===== src/rtl/axis_packet_merger_axilite.sv =====
// Two-input AXI-Stream packet merger with whole-packet arbitration (round-robin
// or fixed priority) and an AXI-lite control/status register block on aclk.
module axis_packet_merger_axilite #(
  parameter int TDATA_WIDTH = 512,
  parameter int TUSER_WIDTH = 48
) (
  input  logic                     aclk,
  input  logic                     areset,
  input  logic                     s_axis1_tvalid,
  output logic                     s_axis1_tready,
  input  logic [TDATA_WIDTH-1:0]   s_axis1_tdata,
  input  logic [TDATA_WIDTH/8-1:0] s_axis1_tkeep,
  input  logic                     s_axis1_tlast,
  input  logic [TUSER_WIDTH-1:0]   s_axis1_tuser,
  input  logic                     s_axis2_tvalid,
  output logic                     s_axis2_tready,
  input  logic [TDATA_WIDTH-1:0]   s_axis2_tdata,
  input  logic [TDATA_WIDTH/8-1:0] s_axis2_tkeep,
  input  logic                     s_axis2_tlast,
  input  logic [TUSER_WIDTH-1:0]   s_axis2_tuser,
  output logic                     m_axis_tvalid,
  input  logic                     m_axis_tready,
  output logic [TDATA_WIDTH-1:0]   m_axis_tdata,
  output logic [TDATA_WIDTH/8-1:0] m_axis_tkeep,
  output logic                     m_axis_tlast,
  output logic [TUSER_WIDTH-1:0]   m_axis_tuser,
  input  logic                     s_axi_ctrl_awvalid,
  input  logic [6:0]               s_axi_ctrl_awaddr,
  output logic                     s_axi_ctrl_awready,
  input  logic                     s_axi_ctrl_wvalid,
  input  logic [31:0]              s_axi_ctrl_wdata,
  input  logic [3:0]               s_axi_ctrl_wstrb,
  output logic                     s_axi_ctrl_wready,
  output logic                     s_axi_ctrl_bvalid,
  output logic [1:0]               s_axi_ctrl_bresp,
  input  logic                     s_axi_ctrl_bready,
  input  logic                     s_axi_ctrl_arvalid,
  input  logic [6:0]               s_axi_ctrl_araddr,
  output logic                     s_axi_ctrl_arready,
  output logic                     s_axi_ctrl_rvalid,
  output logic [31:0]              s_axi_ctrl_rdata,
  output logic [1:0]               s_axi_ctrl_rresp,
  input  logic                     s_axi_ctrl_rready,
  output logic                     dbg_state
);

  // Handshakes: a transfer happens on a rising aclk edge where valid and ready
  // are both high; a source holds valid and its payload stable until then.

  typedef enum logic {IDLE = 1'b0, PKT = 1'b1} state_t;

  state_t      state;
  logic        grant;
  logic        last_grant;
  logic [2:0]  ctrl;
  logic [31:0] pkt_cnt1;
  logic [31:0] pkt_cnt2;

  logic elig1, elig2, pick, in_pkt, g_valid, g_last, fire;
  logic wr_hs, rd_hs, clear_hit;
  logic [31:0] rd_mux;
  logic unused_bits;

  assign elig1   = s_axis1_tvalid & ctrl[0];
  assign elig2   = s_axis2_tvalid & ctrl[1];
  assign in_pkt  = (state == PKT);
  assign g_valid = grant ? s_axis2_tvalid : s_axis1_tvalid;
  assign g_last  = grant ? s_axis2_tlast  : s_axis1_tlast;
  assign fire    = in_pkt & g_valid & m_axis_tready & g_last;
  assign dbg_state = in_pkt;

  // Tie-break: PRIO favours port 1, RR favours the port not served last.
  always_comb begin
    pick = 1'b0;
    if (elig1 && elig2)
      pick = ctrl[2] ? 1'b0 : ~last_grant;
    else if (elig2)
      pick = 1'b1;
  end

  always_ff @(posedge aclk) begin
    if (areset) begin
      state      <= IDLE;
      grant      <= 1'b0;
      last_grant <= 1'b1;
    end else begin
      case (state)
        IDLE: begin
          if (elig1 || elig2) begin
            grant <= pick;
            state <= PKT;
          end
        end
        PKT: begin
          if (fire) begin
            state      <= IDLE;
            last_grant <= grant;
          end
        end
        default: state <= IDLE;
      endcase
    end
  end

  // Zero-latency pass-through of the granted port; nothing is buffered.
  always_comb begin
    m_axis_tvalid  = in_pkt & g_valid;
    m_axis_tdata   = grant ? s_axis2_tdata : s_axis1_tdata;
    m_axis_tkeep   = grant ? s_axis2_tkeep : s_axis1_tkeep;
    m_axis_tlast   = g_last;
    m_axis_tuser   = grant ? s_axis2_tuser : s_axis1_tuser;
    s_axis1_tready = in_pkt & ~grant & m_axis_tready;
    s_axis2_tready = in_pkt &  grant & m_axis_tready;
  end

  assign wr_hs              = s_axi_ctrl_awvalid & s_axi_ctrl_wvalid & ~s_axi_ctrl_bvalid;
  assign rd_hs              = s_axi_ctrl_arvalid & ~s_axi_ctrl_rvalid;
  assign s_axi_ctrl_awready = wr_hs;
  assign s_axi_ctrl_wready  = wr_hs;
  assign s_axi_ctrl_arready = rd_hs;
  assign s_axi_ctrl_bresp   = 2'b00;
  assign s_axi_ctrl_rresp   = 2'b00;
  assign clear_hit          = wr_hs & (s_axi_ctrl_awaddr == 7'h0C) & s_axi_ctrl_wdata[0];
  assign unused_bits        = &{1'b0, s_axi_ctrl_wstrb, s_axi_ctrl_wdata[31:3]};

  always_comb begin
    rd_mux = 32'h0;
    case (s_axi_ctrl_araddr)
      7'h00:   rd_mux = {29'h0, ctrl};
      7'h04:   rd_mux = pkt_cnt1;
      7'h08:   rd_mux = pkt_cnt2;
      7'h10:   rd_mux = {30'h0, grant, in_pkt};
      default: rd_mux = 32'h0;
    endcase
  end

  always_ff @(posedge aclk) begin
    if (areset) begin
      ctrl              <= 3'b011;
      pkt_cnt1          <= 32'h0;
      pkt_cnt2          <= 32'h0;
      s_axi_ctrl_bvalid <= 1'b0;
      s_axi_ctrl_rvalid <= 1'b0;
      s_axi_ctrl_rdata  <= 32'h0;
    end else begin
      if (wr_hs && s_axi_ctrl_awaddr == 7'h00)
        ctrl <= s_axi_ctrl_wdata[2:0];

      if (wr_hs)
        s_axi_ctrl_bvalid <= 1'b1;
      else if (s_axi_ctrl_bready)
        s_axi_ctrl_bvalid <= 1'b0;

      // A clear beats a coincident end-of-packet increment.
      if (clear_hit) begin
        pkt_cnt1 <= 32'h0;
        pkt_cnt2 <= 32'h0;
      end else if (fire) begin
        if (grant) pkt_cnt2 <= pkt_cnt2 + 32'd1;
        else       pkt_cnt1 <= pkt_cnt1 + 32'd1;
      end

      if (rd_hs) begin
        s_axi_ctrl_rvalid <= 1'b1;
        s_axi_ctrl_rdata  <= rd_mux;
      end else if (s_axi_ctrl_rready) begin
        s_axi_ctrl_rvalid <= 1'b0;
      end
    end
  end

endmodule


===== config.mk =====
export PLATFORM = sky130hd
export DESIGN_NAME = axis_packet_merger_axilite
export DESIGN_NICKNAME = d
export VERILOG_FILES = /design/src/rtl/axis_packet_merger_axilite.sv
export SDC_FILE = /design/constraint.sdc
export NUM_CORES = 1
export LEC_CHECK = 0
export BUFFER_PORTS_ARGS = -buffer_cell sky130_fd_sc_hd__buf_2
export CAP_MARGIN = 20
export CORE_AREA = 2 2 778 780
export CTS_CLUSTER_DIAMETER = 100
export DETAILED_ROUTE_END_ITERATION = 10
export DIE_AREA = 0 0 780 782
export PLACE_DENSITY = 0.3
export SETUP_SLACK_MARGIN = 0.5
export SYNTH_ARGS = -nofsm -noshare
export SYNTH_HDL_FRONTEND = slang
export SYNTH_SLANG_ARGS = --single-unit

===== constraint.sdc =====
create_clock -name aclk -period 2.75 [get_ports aclk]
set_input_delay 0.275 -clock aclk [delete_from_list [all_inputs] [get_ports aclk]]
set_output_delay 0.275 -clock aclk [all_outputs]
set_load 0.01 [all_outputs]

==> flow_summary.yaml, run 1 <==
status:
  outcome: "stopped before the end"
  stop_stage: "global placement"
  error_line: "[ERROR GPL-0305] RePlAce diverged during gradient descent calculation, resulting in an invalid step length (Inf or NaN). This is often caused by numerical instability ..."
synthesis:
  syn_avg_cell_area_um2: 9.65
  synthArstFlopShare_pct: 0
  ys_ff_latch: 104
  synthCells: 1259
  syn_area_um2: 12200
  synth-seq-area-share_pct: 17.1
  synth_ff_type: "dfxtp_1"
  synth_edf_count: 0
  ys_warn_count: 0
  yosys.cell_types.count: 49
floorplanning:
  dieWidth_um: 780
  fp.dieH_um: 782
  num_io_pins: 1980
  core.rowCount: 285
  initial_utilization_pct: 2.02
placement:
  numPortBuffers: 1942
[kinds of logic after synthesis]
| kind of cell | count (synthesis) | share of synthesized area (%) |
|---|---|---|
| other | 1 | 0.0309 |
| AO/OA/AOI/OAI | 106 | 6.41 |
| adder cells (fa/ha/maj) | 2 | 0.206 |
| XOR/XNOR | 48 | 3.46 |
| AND/OR/NAND/NOR | 251 | 10.4 |
| buffers and inverters | 117 | 3.97 |
| multiplexers | 630 | 58.3 |
| flip-flops | 104 | 17.1 |
[cells in the mapped netlist (all sizes together), types with 2 or more instances]
master / count / area share [%]
nor2: 92 / 2.8
o31ai: 2 / 0.12
xor2: 35 / 2.5
nand4b: 2 / 0.14
dfxtp: 104 / 17
nand4bb: 2 / 0.19
nand4: 28 / 1.5
ha: 2 / 0.21
clkbuf: 98 / 3.2
nand3b: 2 / 0.12
or4: 5 / 0.34
a31o: 2 / 0.14
a22oi: 31 / 1.9
o21ai: 12 / 0.49
nand2: 33 / 1.0
inv: 9 / 0.28
and3: 10 / 0.51
a22o: 29 / 2.1
nand3: 30 / 1.3
and4: 4 / 0.29
xnor2: 13 / 0.94
nor2b: 7 / 0.36
nor3b: 3 / 0.19
a211oi: 2 / 0.12
a211o: 3 / 0.22
mux2i: 4 / 0.33
a222oi: 2 / 0.16
or3: 9 / 0.46
a21oi: 17 / 0.70
nor3: 7 / 0.29
and2: 2 / 0.10
mux2: 626 / 58
nand2b: 4 / 0.21
nor4: 9 / 0.46
buf: 10 / 0.50
o41ai: 2 / 0.14
==> run 2: changes to the inputs <==
Settings changed: CORE_AREA 2 2 778 780 to 2 2 761 763, CTS_CLUSTER_DIAMETER 100 to unset, DIE_AREA 0 0 780 782 to 0 0 763 765, PLACE_DENSITY 0.3 to unset, PLACE_DENSITY_LB_ADDON set to 0.15, SETUP_SLACK_MARGIN 0.5 to unset.
==> run 2 against run 1 <==
Effect of this change: the flow now finishes without violations; synthesized area stayed put; synthesized cell count stayed put.
==> flow_summary.yaml, run 2 <==
status:
  outcome: "finished, final reports clean"
synthesis:
  synth_edf_count: 0
  yosysTopAreaCellShare_pct: 58.0
  synthTopCellsByCount: "mux2_2, dfxtp_1, clkbuf_1"
  synthArstFlopShare_pct: 0
  synth-seq-area-share_pct: 17.1
  synthTopCellsByArea: "mux2_2, dfxtp_1, clkbuf_1"
  ys_warn_count: 0
  synthMostInstantiatedCell: "mux2_2"
  synthCells: 1259
  yosys.cell_types.count: 49
  syn_area_um2: 12200
  syn_avg_cell_area_um2: 9.65
  ys_ff_latch: 104
  synth_ff_type: "dfxtp_1"
  yosys.area.top_type: "mux2_2"
sta:
  max_slew_margin_pct: 55.2
  finalCritPeriodShare_pct: 97.3
  tightestPinTransition_ns: 0.671
  worst_slack_ns: 0.0733
  rsz0062_at_grt: "false"
  slew_viol_final: 0
  tns_ns: 0
  fin_crit_ns: 2.68
  final-hold-violation-count: 0
  setup_violations: 0
  skew_ns: 0.0185
  max_freq_mhz: 374
detailed_routing:
  detail_route.wl_per_cell_um: 37.9
  vias: 22935
  remaining_drc_errors: 0
  wl_um: 426000
  drtIter0Drc: 1748
  dr.pass1.iters: 5
  detail-route-antenna-nets: 0
  viasPerCell: 2.04
critical_path:
  cp-end-kind: "primary output"
  cp_cell_sequence: "buf_12 -> buf_16 -> mux2_2 -> buf_2"
  crit_family: "buffers and inverters"
  path_buf_inv: 3
  cp.required_ns: 2.48
  max_stage_delay_ns: 0.52
  worstSetupStartpointType: "register"
  timing_worst_setup_path_type: "register to primary output"
  critPathSlowestCell: "mux2_2"
  crit_arrival_ns: 2.40
  cp_max_fo: 53
pwr:
  p_int_mw: 4.04
  combPwrFrac_pct: 65.8
  powerDensity_nw_per_um2: 259
  swShare_pct: 52.7
  pwr-share-clk_pct: 16.4
  max-vdd-ir-drop_mv: 0.332
  p_switching_mw: 4.50
  p_leak_nw: 12.0
  total_power_mw: 8.55
  pwr-share-seq_pct: 17.8
floorplanning:
  fp.dieH_um: 765
  initial_utilization_pct: 2.11
  num_io_pins: 1980
  dieArea_um2: 584000
  core.rowCount: 279
  core_area_um2: 576000
  dieWidth_um: 763
global_routing:
  grt_pass1_vias: 20632
  grt_pass1_wl_um: 467000
  grt_max_degree: 67
  antenna_found_initial: 629
  grt_usage_pct: 13.9
  overflow: 0
worst_hold_path:
  hold_path.class: "input pin to register"
final_layout:
  area_delta_synth_final_pct: 172
  layout_common_cells: "buf_2, mux2_2, dfxtp_1"
  nets: 4473
  drive_gt1_share_pct: 83.6
  layout_commonest_cell: "buf_2"
  top_regs: "pkt_cnt1: 32 flops, pkt_cnt2: 32 flops, s_axi_ctrl_rdata: 32 flops"
cts:
  cts_max_path_buffers: 2
  post_cts_buffers: 0
  clk_latency_ns: 0.42
  cts_sinks: 104
  cts-root-buf: "clkbuf_16"
  path_clk_slew_ns: 0.10
  numCtsBuffers: 9
  cts_tree: "built"
  cts.htree.levels: 3
placement:
  place_congestion: 1.14
  numPortBuffers: 1942
  pre_cts_slack_ns: 0.394
  hpwl_um: 409000
run:
  cap_violations: 0
## run 2: cell families (layout without fill, tap and decap cells)
logic type                 Yosys count  count (layout)  share of synthesized area (%)
AOI/OAI and AO/OA                  106             106                           6.41
xor gates and xnor gates            48              48                           3.46
adders and majority gates            2               2                          0.206
buffers and inverters              117            2020                           3.97
DFF                                104             104                           17.1
muxes                              630             630                           58.3
other                                1             499                         0.0309
and+or+nand+nor                    251             251                           10.4
## run 2: worst paths after layout
path                                     startpoint                end  slack, ns  cells after the start
worst min-delay path            s_axi_ctrl_wdata[1]            ctrl[1]       0.07                      2
worst max-delay path                          grant  m_axis_tdata[157]       0.07                      4
worst max register to register          pkt_cnt1[0]       pkt_cnt1[22]       0.35                      7
worst min register to register         pkt_cnt1[31]       pkt_cnt1[31]       0.50                      2
## run 2: per-stage QoR
step	util (%)	std cells	cell area (um^2)	hold WS (ns)
floorplan	-	1262	12200	0.384
global placement	5.48	10737	31500	0.458
detailed placement	5.48	10737	31500	0.459
CTS	5.53	10752	31800	0.0228
global route	5.60	10912	32200	0.0412
finish	5.74	11247	33100	0.0672
## run 2: power by group through the flow
stage               Sequential, mW  Clock, mW  Combinational (mW)
CTS                           1.52       1.49                5.79
finish                        1.52       1.40                5.63
floorplan                     1.55          0                1.52
global route                  1.52       1.51                5.84
detailed placement            1.56          0                5.76
global placement              1.56          0                5.80
## run 2: metal layers
layer | routed length, um | global-route usage [%]
met5 | 1790 | 0
met4 | 14900 | 3.53
met3 | 60800 | 9.13
met2 | 176000 | 20.4
met1 | 173000 | 16.4
## run 2: final cells by class
class | count | area, um^2
Multi-Input combinational cell | 1041 | 9610
Fill cell | 68300 | 543000
Clock buffer | 9 | 225
Sequential cell | 104 | 2090
Antenna cell | 495 | 1240
Timing Repair Buffer | 1996 | 10300
Clock inverter | 6 | 53.8
Tap cell | 7587 | 9490
Inverter | 9 | 33.8
## run 2: repair_timing
item                       4_1_cts  5_1_grt
hold buffers                     0        0
setup endpoints to repair        6        1
gates resized for setup          3        1
No activity file was read; power rests on OpenSTA's default activity.
==> run 3: changes to the inputs <==
Settings changed: CORE_AREA 2 2 761 763 to 2 2 778 780, DIE_AREA 0 0 763 765 to 0 0 780 782.
==> run 3 against run 2 <==
Effect of this change: the flow now finishes with violations (setup timing); critical path depth up 2; global-route usage up 5.9 points; power up 16%; critical path type is now register to register.
==> flow_summary.yaml, run 3 (synthesis gave the netlist of run 2 again) <==
cts:
  cts_max_path_buffers: 2
  cts.htree.levels: 3
  clk_latency_ns: 0.45
  numCtsBuffers: 9
  path_clk_slew_ns: 0.11
  cts-root-buf: "clkbuf_16"
  cts_tree: "built"
  cts_sinks: 104
sta:
  finalCritPeriodShare_pct: 103
  max_freq_mhz: 354
  slew_viol_final: 0
  rsz0062_at_grt: "false"
  final-hold-violation-count: 0
  worst_slack_ns: -0.0746
  fin_crit_ns: 2.82
  tightestPinTransition_ns: 0.881
  skew_ns: 0.0217
  setup_violations: 12
  max_slew_margin_pct: 41.3
final_layout:
  layout_commonest_cell: "buf_2"
  nets: 4521
  fillers: 71665
  drive_gt1_share_pct: 85.7
  layout_common_cells: "buf_2, mux2_2, dfxtp_1"
  area_delta_synth_final_pct: 188
  fin_area_um2: 35000
  top_regs: "pkt_cnt1: 32 flops, pkt_cnt2: 32 flops, s_axi_ctrl_rdata: 32 flops"
  fin_util_pct: 5.82
detailed_routing:
  wl_met1_um: 234000
  wl_um: 628000
  highest_layer: "met5"
  drtIter0Drc: 2321
  remaining_drc_errors: 0
  wl_met2_um: 283000
  met3_length_um: 84400
  dr.pass1.iters: 5
  vias: 27131
  viasPerCell: 2.30
  detail_route.wl_per_cell_um: 53.3
  detail-route-antenna-nets: 0
floorplanning:
  num_io_pins: 1980
  core.rowCount: 285
  dieArea_um2: 610000
  fp.dieH_um: 782
  dieWidth_um: 780
  core_area_um2: 601000
  initial_utilization_pct: 2.02
critical_path:
  timing_worst_setup_path_type: "register to register"
  cp_max_fo: 5
  cp.required_ns: 3.05
  path_buf_inv: 1
  regToRegSetupSlack_ns: -0.07
  critPathSlowestCell: "dfxtp_1"
  r2r_start: "pkt_cnt1[9]"
  crit_family: "simple AND/OR/NAND/NOR gates"
  cp-end-kind: "register"
  max_stage_delay_ns: 0.68
  r2r-end: "pkt_cnt1[23]"
  r2r_cells: 6
  worstSetupStartpointType: "register"
  crit_arrival_ns: 3.13
  cp_cell_sequence: "nand3_2 -> nor4_4 -> buf_4 -> nand4_1 -> xor2_2 -> nor2_1"
placement:
  postPlaceCellArea_um2: 32300
  pre_cts_slack_ns: -0.857
  numPortBuffers: 1942
  hpwl_um: 600000
  place_congestion: 1.11
global_routing:
  grt_pass1_wl_um: 699000
  grt_pass1_vias: 25274
  overflow: 0
  grt_usage_pct: 19.8
  grt_max_degree: 40
  antenna_found_initial: 837
worst_hold_path:
  hold_start: "s_axi_ctrl_wdata[1]"
  hold_path.class: "input pin to register"
  holdPathEnd: "ctrl[1]"
  holdPathStages: 2
pwr:
  powerDensity_nw_per_um2: 284
  p_leak_nw: 12.6
  max-vdd-ir-drop_mv: 0.381
status:
  violations: "setup timing"
  outcome: "complete, but fails checks"
run:
  cap_violations: 0
run 3: timing repair:
item                                    4_1_cts  5_1_grt
hold buffers                                  0        0
cloned                                       10        0
setup buffers                                22        0
endpoints found under the setup margin      547        6
resized for setup                           121        6
pin swaps                                     7        0
run 3: how the worst max path moves through the flow:
stage	to	slack, ns	startpoint	cells after the start
final	pkt_cnt1[23]	-0.07	pkt_cnt1[9]	6
after global routing	pkt_cnt1[25]	0.003	grant	8
after CTS	m_axis_tdata[34]	-0.02	grant	6
after detailed placement	pkt_cnt1[25]	-0.86	pkt_cnt1[3]	6
after global placement	pkt_cnt1[25]	-1.68	pkt_cnt1[3]	6
after floorplan	pkt_cnt1[24]	0.59	pkt_cnt1[0]	7
run 3: metrics by stage:
stage	power, mW	hold slack (ns)	setup TNS [ns]	instances
after detailed placement	8.35	0.494	-19.02	11202
after global routing	10.1	0.124	0	11351
after CTS	10.2	0.0916	-0.0837	11250
after global placement	8.79	0.551	-46.81	11198
after floorplan	3.07	0.384	0	1262
final	9.95	0.132	-0.449	11783
run 3: area by class of cell:
type / instances / area (um^2) / share of cell area [%]
diodes: 533 / 1330 / 3.81
clock buffers: 9 / 225 / 0.644
clock inverters: 7 / 72.6 / 0.207
inverters: 9 / 33.8 / 0.0966
multi-input cells: 1041 / 9920 / 28.4
flip-flops and latches: 104 / 2110 / 6.02
well taps: 8036 / 10100 / 28.7
repair buffers: 2044 / 11200 / 32.1
run 3: report_power, final:
| part | switching [mW] | leakage [nW] | internal [mW] |
|---|---|---|---|
| combinational | 4.74 | 11.6 | 2.08 |
| sequential | 0.0143 | 0.847 | 1.51 |
| clock | 0.955 | 0.148 | 0.650 |
run 3: routing by layer:
| layer | vias up | track usage, % |
|---|---|---|
| met5 | - | 0.00783 |
| met3 | 1359 | 12.6 |
| met2 | 2847 | 32.2 |
| met1 | 13248 | 21.1 |
| met4 | 450 | 5.40 |
| li1 | 9227 | - |
